## config.mk

```make
export PLATFORM = sky130hd
export DESIGN_NAME = vga_scanout
export DESIGN_NICKNAME = d
export VERILOG_FILES = /design/src/rtl/vga_pkg.sv /design/src/rtl/vga_sync_delay.sv /design/src/rtl/vga_scanout.sv
export SDC_FILE = /design/constraint.sdc
export NUM_CORES = 1
export LEC_CHECK = 0
export CAP_MARGIN = 15
export CORE_UTILIZATION = 29
export CTS_BUF_LIST = sky130_fd_sc_hd__clkbuf_8
export DETAILED_ROUTE_END_ITERATION = 10
export SLEW_MARGIN = 40
export SYNTH_ARGS = -nofsm -noshare
export SYNTH_HDL_FRONTEND = slang
export SYNTH_HIERARCHICAL = 1
export SYNTH_SLANG_ARGS = --single-unit
```

## constraint.sdc

```tcl
create_clock -name clk -period 7.5 [get_ports clk]
set_input_delay 1.5 -clock clk [delete_from_list [all_inputs] [get_ports clk]]
set_output_delay 1.5 -clock clk [all_outputs]
set_load 0.02 [all_outputs]
```

## src/rtl/vga_pkg.sv

```systemverilog
// Shared VGA timing descriptors and the sync/blank payload carried through the scan-out pipeline.
package vga_pkg;

    typedef struct packed {
        int unsigned h_active;
        int unsigned h_fp;
        int unsigned h_sync;
        int unsigned h_bp;
        int unsigned v_active;
        int unsigned v_fp;
        int unsigned v_sync;
        int unsigned v_bp;
        logic        hs_pol;
        logic        vs_pol;
    } vga_timing_t;

    localparam vga_timing_t VGA_1440x900_60 = '{
        h_active: 32'd1440, h_fp: 32'd80, h_sync: 32'd152, h_bp: 32'd232,
        v_active: 32'd900,  v_fp: 32'd1,  v_sync: 32'd3,   v_bp: 32'd28,
        hs_pol: 1'b0, vs_pol: 1'b1
    };

    localparam vga_timing_t VGA_640x480_60 = '{
        h_active: 32'd640, h_fp: 32'd16, h_sync: 32'd96, h_bp: 32'd48,
        v_active: 32'd480, v_fp: 32'd10, v_sync: 32'd2,  v_bp: 32'd33,
        hs_pol: 1'b0, vs_pol: 1'b0
    };

    // Active-true flags; all-zero is the idle/blank value.
    typedef struct packed {
        logic hs;
        logic vs;
        logic de;
    } sync_t;

endpackage

```

## src/rtl/vga_sync_delay.sv

```systemverilog
// Fixed-depth shift register aligning {hs, vs, de} with the pixel fetch latency.
module vga_sync_delay
    import vga_pkg::*;
#(
    parameter int unsigned DEPTH = 2
) (
    input  logic  clk,
    input  logic  rst,
    input  logic  flush,
    input  sync_t d,
    output sync_t q
);

    sync_t [DEPTH-1:0] pipe;

    always_ff @(posedge clk or posedge rst) begin
        if (rst) begin
            pipe <= '0;
        end else if (flush) begin
            pipe <= '0;
        end else begin
            pipe[0] <= d;
            for (int i = 1; i < int'(DEPTH); i++) begin
                pipe[i] <= pipe[i-1];
            end
        end
    end

    assign q = pipe[DEPTH-1];

endmodule

```

## src/rtl/vga_scanout.sv

```systemverilog
// Parametrised VGA raster engine: fetch coordinates ahead of the beam, latency-aligned
// sync/RGB outputs, and front/back buffer swaps restricted to the start of vblank.
module vga_scanout
    import vga_pkg::*;
#(
    parameter int unsigned H_ACTIVE = VGA_1440x900_60.h_active,
    parameter int unsigned H_FP     = VGA_1440x900_60.h_fp,
    parameter int unsigned H_SYNC   = VGA_1440x900_60.h_sync,
    parameter int unsigned H_BP     = VGA_1440x900_60.h_bp,
    parameter int unsigned V_ACTIVE = VGA_1440x900_60.v_active,
    parameter int unsigned V_FP     = VGA_1440x900_60.v_fp,
    parameter int unsigned V_SYNC   = VGA_1440x900_60.v_sync,
    parameter int unsigned V_BP     = VGA_1440x900_60.v_bp,
    parameter logic        HS_POL   = VGA_1440x900_60.hs_pol,
    parameter logic        VS_POL   = VGA_1440x900_60.vs_pol,
    parameter int unsigned COLOR_W  = 4,
    parameter int unsigned RD_LAT   = 2,
    localparam int unsigned H_TOTAL = H_ACTIVE + H_FP + H_SYNC + H_BP,
    localparam int unsigned V_TOTAL = V_ACTIVE + V_FP + V_SYNC + V_BP,
    localparam int unsigned HW      = $clog2(H_TOTAL),
    localparam int unsigned VW      = $clog2(V_TOTAL),
    localparam int unsigned RGB_W   = 3 * COLOR_W
) (
    input  logic               clk,
    input  logic               rst,
    input  logic               en,
    output logic [HW-1:0]      fetch_x,
    output logic [VW-1:0]      fetch_y,
    output logic               fetch_valid,
    input  logic [RGB_W-1:0]   pix_rgb,
    output logic               front_sel,
    input  logic               swap_req,
    output logic               swap_ack,
    output logic               frame_start,
    output logic               vblank,
    output logic [15:0]        frame_count,
    output logic               hsync,
    output logic               vsync,
    output logic [COLOR_W-1:0] red,
    output logic [COLOR_W-1:0] green,
    output logic [COLOR_W-1:0] blue
);

    localparam int unsigned HS_START = H_ACTIVE + H_FP;
    localparam int unsigned HS_END   = HS_START + H_SYNC;
    localparam int unsigned VS_START = V_ACTIVE + V_FP;
    localparam int unsigned VS_END   = VS_START + V_SYNC;

    logic [HW-1:0] h;
    logic [VW-1:0] v;
    logic          h_last;
    logic          v_last;
    logic          swap_now;
    sync_t         raw;
    sync_t         dly;

    assign h_last = (32'(h) == H_TOTAL - 1);
    assign v_last = (32'(v) == V_TOTAL - 1);

    // Raster counters; disabling parks the beam at (0,0) so re-enable starts a fresh frame.
    always_ff @(posedge clk or posedge rst) begin
        if (rst) begin
            h <= '0;
            v <= '0;
        end else if (!en) begin
            h <= '0;
            v <= '0;
        end else if (h_last) begin
            h <= '0;
            v <= v_last ? '0 : v + VW'(1);
        end else begin
            h <= h + HW'(1);
        end
    end

    assign fetch_x     = h;
    assign fetch_y     = v;
    assign fetch_valid = (32'(h) < H_ACTIVE) && (32'(v) < V_ACTIVE);
    assign vblank      = (32'(v) >= V_ACTIVE);
    assign frame_start = en && (h == '0) && (v == '0);
    assign swap_now    = en && swap_req && (h == '0) && (32'(v) == V_ACTIVE);

    assign raw.hs = (32'(h) >= HS_START) && (32'(h) < HS_END);
    assign raw.vs = (32'(v) >= VS_START) && (32'(v) < VS_END);
    assign raw.de = fetch_valid;

    vga_sync_delay #(
        .DEPTH (RD_LAT)
    ) u_sync_delay (
        .clk   (clk),
        .rst   (rst),
        .flush (!en),
        .d     (raw),
        .q     (dly)
    );

    // Pin stage: forced inactive on the same edge scan is disabled.
    always_ff @(posedge clk or posedge rst) begin
        if (rst) begin
            hsync <= ~HS_POL;
            vsync <= ~VS_POL;
            red   <= '0;
            green <= '0;
            blue  <= '0;
        end else if (!en) begin
            hsync <= ~HS_POL;
            vsync <= ~VS_POL;
            red   <= '0;
            green <= '0;
            blue  <= '0;
        end else begin
            hsync <= dly.hs ? HS_POL : ~HS_POL;
            vsync <= dly.vs ? VS_POL : ~VS_POL;
            red   <= dly.de ? pix_rgb[RGB_W-1 -: COLOR_W]     : '0;
            green <= dly.de ? pix_rgb[2*COLOR_W-1 -: COLOR_W] : '0;
            blue  <= dly.de ? pix_rgb[COLOR_W-1:0]            : '0;
        end
    end

    // Buffer swap and frame bookkeeping.
    always_ff @(posedge clk or posedge rst) begin
        if (rst) begin
            front_sel   <= 1'b0;
            swap_ack    <= 1'b0;
            frame_count <= '0;
        end else begin
            front_sel   <= front_sel ^ swap_now;
            swap_ack    <= swap_now;
            frame_count <= frame_count + 16'(frame_start);
        end
    end

endmodule

```

==> metrics.csv, run 1 <==
metric,value,unit
# resized after CTS,0,
Final min period,5590,ps
crit path to,frame_start,
Worst Setup SP,en,
Worst Reg-to-Reg Cells,9,
Max Slew Vio Count,0,
met1 GRT Util,0.177,
"antenna viol nets, final",0,
reg2reg setup slack,4400,ps
H-tree depth,3,
WP data required,6000,ps
grt met3 use,0.0305,
post-synthesis sequential area ratio,0.545,
synthesized area per cell,11.0,sq um
# setup viols final,0,
Post-route DRC,0,
Die X,98.7,microns
clk_skew,6.91,ps
met2 Track Usage GR,0.207,
endpoints failing hold,0,
# clock sinks,59,
most frequent cells in the layout,"clkdlybuf4s50_1, dfrtp_1, and3_1",
GP Congestion,0.809,
capturing point of the worst reg2reg path,frame_count[15],
Total Routed Length,6010,microns
Synth Warn #,6,
syn nets,271,
final setup TNS,0,ps
"Period Utilization, post-route",0.745,
Syn Inst Count,246,
worst-margin pin slew,695,ps
worst vdd ir,67.1,uV
initial core utilization,0.305,
#FFs+latches synth,59,
Synth area leader,dfrtp_1,
postcts setup bufs,0,
CP endpoint kind,primary output,
number of iterations in the first detailed-routing pass,4,
IO Pins,72,
first-pass GRT wire length,10200,microns
Row Count,34,
Post-synth EDFFs,0,
clock network latency to the later pin of the worst-skew pair,330,ps
core area,8890,sq um
RSZ-0062 raised after global routing,no,
CTS tree,done,
drt wl/cell,13.9,microns
Main synth FF type,dfrtp_1,
status,finished clean,
Synth area leaders,"dfrtp_1, xnor2_1, and3_1",
Final nets,344,
worst path arrival time,4090,ps
critical path peak fanout,22,
vias per cell,4.74,
leakage,1.62,nW
die footprint,9740,sq um
f_max,0.179,GHz
Unique masters post-synth,41,
Max-Cap Viols,0,
Slew headroom,0.535,
Port-buffer cells,71,
Root Buffer,clkbuf_8,
P&R area growth vs syn,36.3,%
critical path class,in -> out,
reg-to-reg startpoint,fetch_y[6],
Synth async-reset ratio,1.00,
crit path launch type,input pin,
Iteration-0 DRC Markers,38,
dpl hpwl,4320,microns
Mapped Area,2710,sq um
antenna fix cells,0,
CTS Hold Bufs,0,
grt ovf,0,
vias in the first global route,2043,
"most common cell after layout, fill and taps aside",clkdlybuf4s50_1,
initial antenna violation count,0,
total vias in the final route,2047,
top cell type's share of synthesized area,0.536,
clk buf depth,2,
Final Power,0.747,mW
HP Class,reg -> reg,
layout cells sized above 1,0.0741,
largest net degree at the start of global routing,31,
Die Y-Extent,98.7,microns
gr usage total,0.133,
gr busiest metal,met2,
Pwr Density,202,nW/um^2
CTS buffer count,9,
Worst-path clk slew,60,ps
## per-stage QoR
| step | instance area (sq um) | worst slack [ps] | std cells | util | hold WS, ps |
|---|---|---|---|---|---|
| 6_report | 3690 | 1910 | 432 | 0.416 | 386 |
| 3_3_place_gp | 3500 | 1980 | 416 | 0.393 | 360 |
| 2_1_floorplan | 2710 | 3400 | 246 | - | 436 |
| 5_1_grt | 3690 | 1670 | 432 | 0.416 | 439 |
| 3_5_place_dp | 3500 | 1890 | 416 | 0.393 | 376 |
| 4_1_cts | 3690 | 1890 | 432 | 0.416 | 386 |
## worst max-delay path: stages
cell             delay [ps]
clkdlybuf4s50_1         920
nor4bb_1                290
and3_1                  210
nand2_1                  70
nor4_1                  390
clkdlybuf4s50_1         700
## metal layers
| metal | wire, microns | vias to the layer above |
|---|---|---|
| met4 | 70 | 0 |
| li1 | - | 998 |
| met1 | 2920 | 983 |
| met3 | 304 | 9 |
| met2 | 2720 | 57 |
| met5 | 0 | - |
## worst min-delay path by stage
| stage | startpoint | to | slack, ps | cells past startpoint |
|---|---|---|---|---|
| 6_report | u_sync_delay/q[2] | hsync | 390 | 1 |
| 3_5_place_dp | u_sync_delay/q[2] | hsync | 380 | 1 |
| 3_3_place_gp | u_sync_delay/q[2] | hsync | 360 | 1 |
| 2_1_floorplan | u_sync_delay/q[2] | hsync | 440 | 2 |
| 4_1_cts | u_sync_delay/q[2] | hsync | 390 | 1 |
| 5_1_grt | u_sync_delay/q[2] | hsync | 440 | 1 |
## power breakdown
group	leakage (nW)	internal, mW	total, mW	switching [mW]
Clock	0.113	0.168	0.288	0.120
Sequential	0.803	0.336	0.358	0.0224
Combinational	0.709	0.0498	0.100	0.0506
## kinds of logic after synthesis
group / after synthesis / share of synthesized area
buffers and inverters: 23 / 0.0439
DFF: 59 / 0.545
AOI/OAI and AO/OA: 22 / 0.0605
xor gates and xnor gates: 25 / 0.0808
and+or+nand+nor: 107 / 0.224
adders and majority gates: 9 / 0.0416
muxes: 1 / 0.00369
## registers in the layout, summed over array words and instances, names as in the netlist, 3 cells and up
register           flops
blue                   4
fetch_x               11
fetch_y               10
frame_count           16
green                  4
red                    4
u_sync_delay/pipe      3
u_sync_delay/q         3
## synthesized netlist by cell type (all sizes together), types with 5 or more instances
library cell,count
and3,19
buf,8
dfrtp,58
ha,9
inv,12
nand2,11
nand3,17
nand4,5
nor2,16
nor2b,8
nor3,9
o21ai,5
o31ai,5
xnor2,14
xor2,11
## layout make-up
cell class	instances	area, sq um
tap	108	135
inverter	12	45.0
clock buffer	11	151
fill	857	5200
sequential	59	1480
timing repair buffer	73	726
multi-input combinational	164	1110
clock inverter	5	46.3
(Power assumes the default switching activity.)
==> inputs of run 2 (changes only) <==
==> constraint.sdc (replaced) <==
create_clock -name clk -period 5.8 [get_ports clk]
set_input_delay 1.16 -clock clk [delete_from_list [all_inputs] [get_ports clk]]
set_output_delay 1.16 -clock clk [all_outputs]
set_load 0.02 [all_outputs]
==> metrics.csv, run 2 (same netlist as run 1, synthesis figures left out) <==
metric,value,unit,change
status,finished clean,,
P&R area growth vs syn,35.5,%,
die footprint,9740,sq um,unchanged
H-tree depth,3,,unchanged
Final Util,0.413,,-0.00267
vias per cell,4.78,,+0.97%
Final min period,4590,ps,
critical path peak fanout,22,,unchanged
Root Buffer,clkbuf_8,,
core area,8890,sq um,unchanged
CTS buffer count,9,,unchanged
largest register by flop count,frame_count,,
GP Congestion,0.825,,+2.0%
grt ovf,0,,unchanged
final std cells w/o fill,431,,-0.23%
clk buf depth,2,,unchanged
Max-Cap Viols,0,,unchanged
IO Pins,72,,unchanged
Final nets,345,,+0.29%
crit path launch type,input pin,,
# resized after CTS,0,,unchanged
largest net degree at the start of global routing,37,,+19%
Die Y-Extent,98.7,microns,unchanged
critical path class,in -> out,,
most frequent cells in the layout,"clkdlybuf4s50_1, dfrtp_1, and3_1",,
CP endpoint kind,primary output,,
# clock sinks,59,,unchanged
total vias in the final route,2062,,+0.73%
CTS Hold Bufs,0,,unchanged
antenna fix cells,0,,unchanged
endpoints failing hold,0,,unchanged
Port-buffer cells,71,,unchanged
layout cells sized above 1,0.0805,,+0.00642
max incr delay on CP,700,ps,-220 ps
vias in the first global route,2087,,+2.2%
clock network latency to the later pin of the worst-skew pair,330,ps,about the same
postcts setup bufs,0,,unchanged
number of iterations in the first detailed-routing pass,4,,unchanged
dpl hpwl,4250,microns,-1.8%
"most common cell after layout, fill and taps aside",clkdlybuf4s50_1,,
Iteration-0 DRC Markers,46,,+21%
WP data required,4640,ps,-1360 ps
f_max,0.218,GHz,
RSZ-0062 raised after global routing,no,,
# setup viols final,0,,unchanged
worst path arrival time,3430,ps,-660 ps
Slew headroom,0.686,,+0.151
Final Power,0.917,mW,+23%
worst vdd ir,101,uV,+51%
Total Routed Length,5940,microns,-1.2%
CTS tree,done,,
Post-route DRC,0,,unchanged
max FFs per register,16,,unchanged
Row Count,34,,unchanged
"Period Utilization, post-route",0.792,,
HP Class,reg -> reg,,
first-pass GRT wire length,10000,microns,-1.3%
initial core utilization,0.305,,unchanged
Worst-path clk slew,60,ps,about the same
leakage,1.61,nW,-1.1%
gr usage total,0.132,,-0.000806
final setup TNS,0,ps,unchanged
"antenna viol nets, final",0,,unchanged
CP Cell Sequence,"clkdlybuf4s50_1, buf_4, nor4bb_1, and3_1, nand2_1, nor4_1, clkdlybuf4s50_1",,
Max Slew Vio Count,0,,unchanged
placed cells,417,,+0.24%
initial antenna violation count,0,,unchanged
Critical-path top delay cell,clkdlybuf4s50_1,,
clk_skew,6.83,ps,-0.0773 ps
Die X,98.7,microns,unchanged
Pwr Density,250,nW/um^2,+24%
CP dominant cell by count,clkdlybuf4s50_1,,
worst-margin pin slew,466,ps,-228 ps
drt wl/cell,13.8,microns,-0.95%
hold slack final,369,ps,-16.3 ps
run 2: cell types whose count changed in the layout (fill, tap and decap cells not counted):
cell,previous run,this run
buf_4,2,3
bufinv_16,1,0
clkinv_2,1,3
inv_1,14,11
run 2: worst max-delay path: cells and delay by family:
kind,cells,cell delay (ps)
simple gates,4,880
buf+inv,3,1380
run 2: cell type report:
cell class	count	area [sq um]
Clock buffer	11	151
Clock inverter	3	15.0
Fill cell	859	5220
Inverter	12	45.0
Multi-Input combinational cell	164	1110
Sequential cell	59	1480
Tap cell	108	135
Timing Repair Buffer	74	733
run 2: worst paths after layout:
path,endpoint,slack (ps),depth (start not counted),from
setup / recovery,frame_start,1210,7,en
hold / removal,hsync,370,1,u_sync_delay/q[2]
setup reg to reg,frame_count[15],2800,9,fetch_y[6]
hold reg to reg,hsync,370,1,u_sync_delay/q[2]
max in group asynchronous,hsync,3800,3,rst
min in group asynchronous,u_sync_delay/pipe[0],1100,2,rst
run 2: where the power goes:
part	internal (mW)	total (mW)	leakage (nW)	switching, mW
registers	0.435	0.463	0.803	0.0278
logic	0.0651	0.132	0.714	0.0671
clock network	0.171	0.323	0.0908	0.152
run 2: layer usage:
layer / track usage / up-vias / routed length (microns)
met5: 0 / - / 0
met1: 0.173 / 977 / 2820
li1: - / 1000 / -
met4: 0.0563 / 0 / 78
met3: 0.0447 / 9 / 355
met2: 0.200 / 76 / 2680
run 2: metrics by stage:
step | worst slack [ps] | cell area [sq um]
global placement | 1260 | 3500
CTS | 1180 | 3670
finish | 1210 | 3670
global route | 1080 | 3670
detailed placement | 1190 | 3500
floorplan | 2310 | 2710
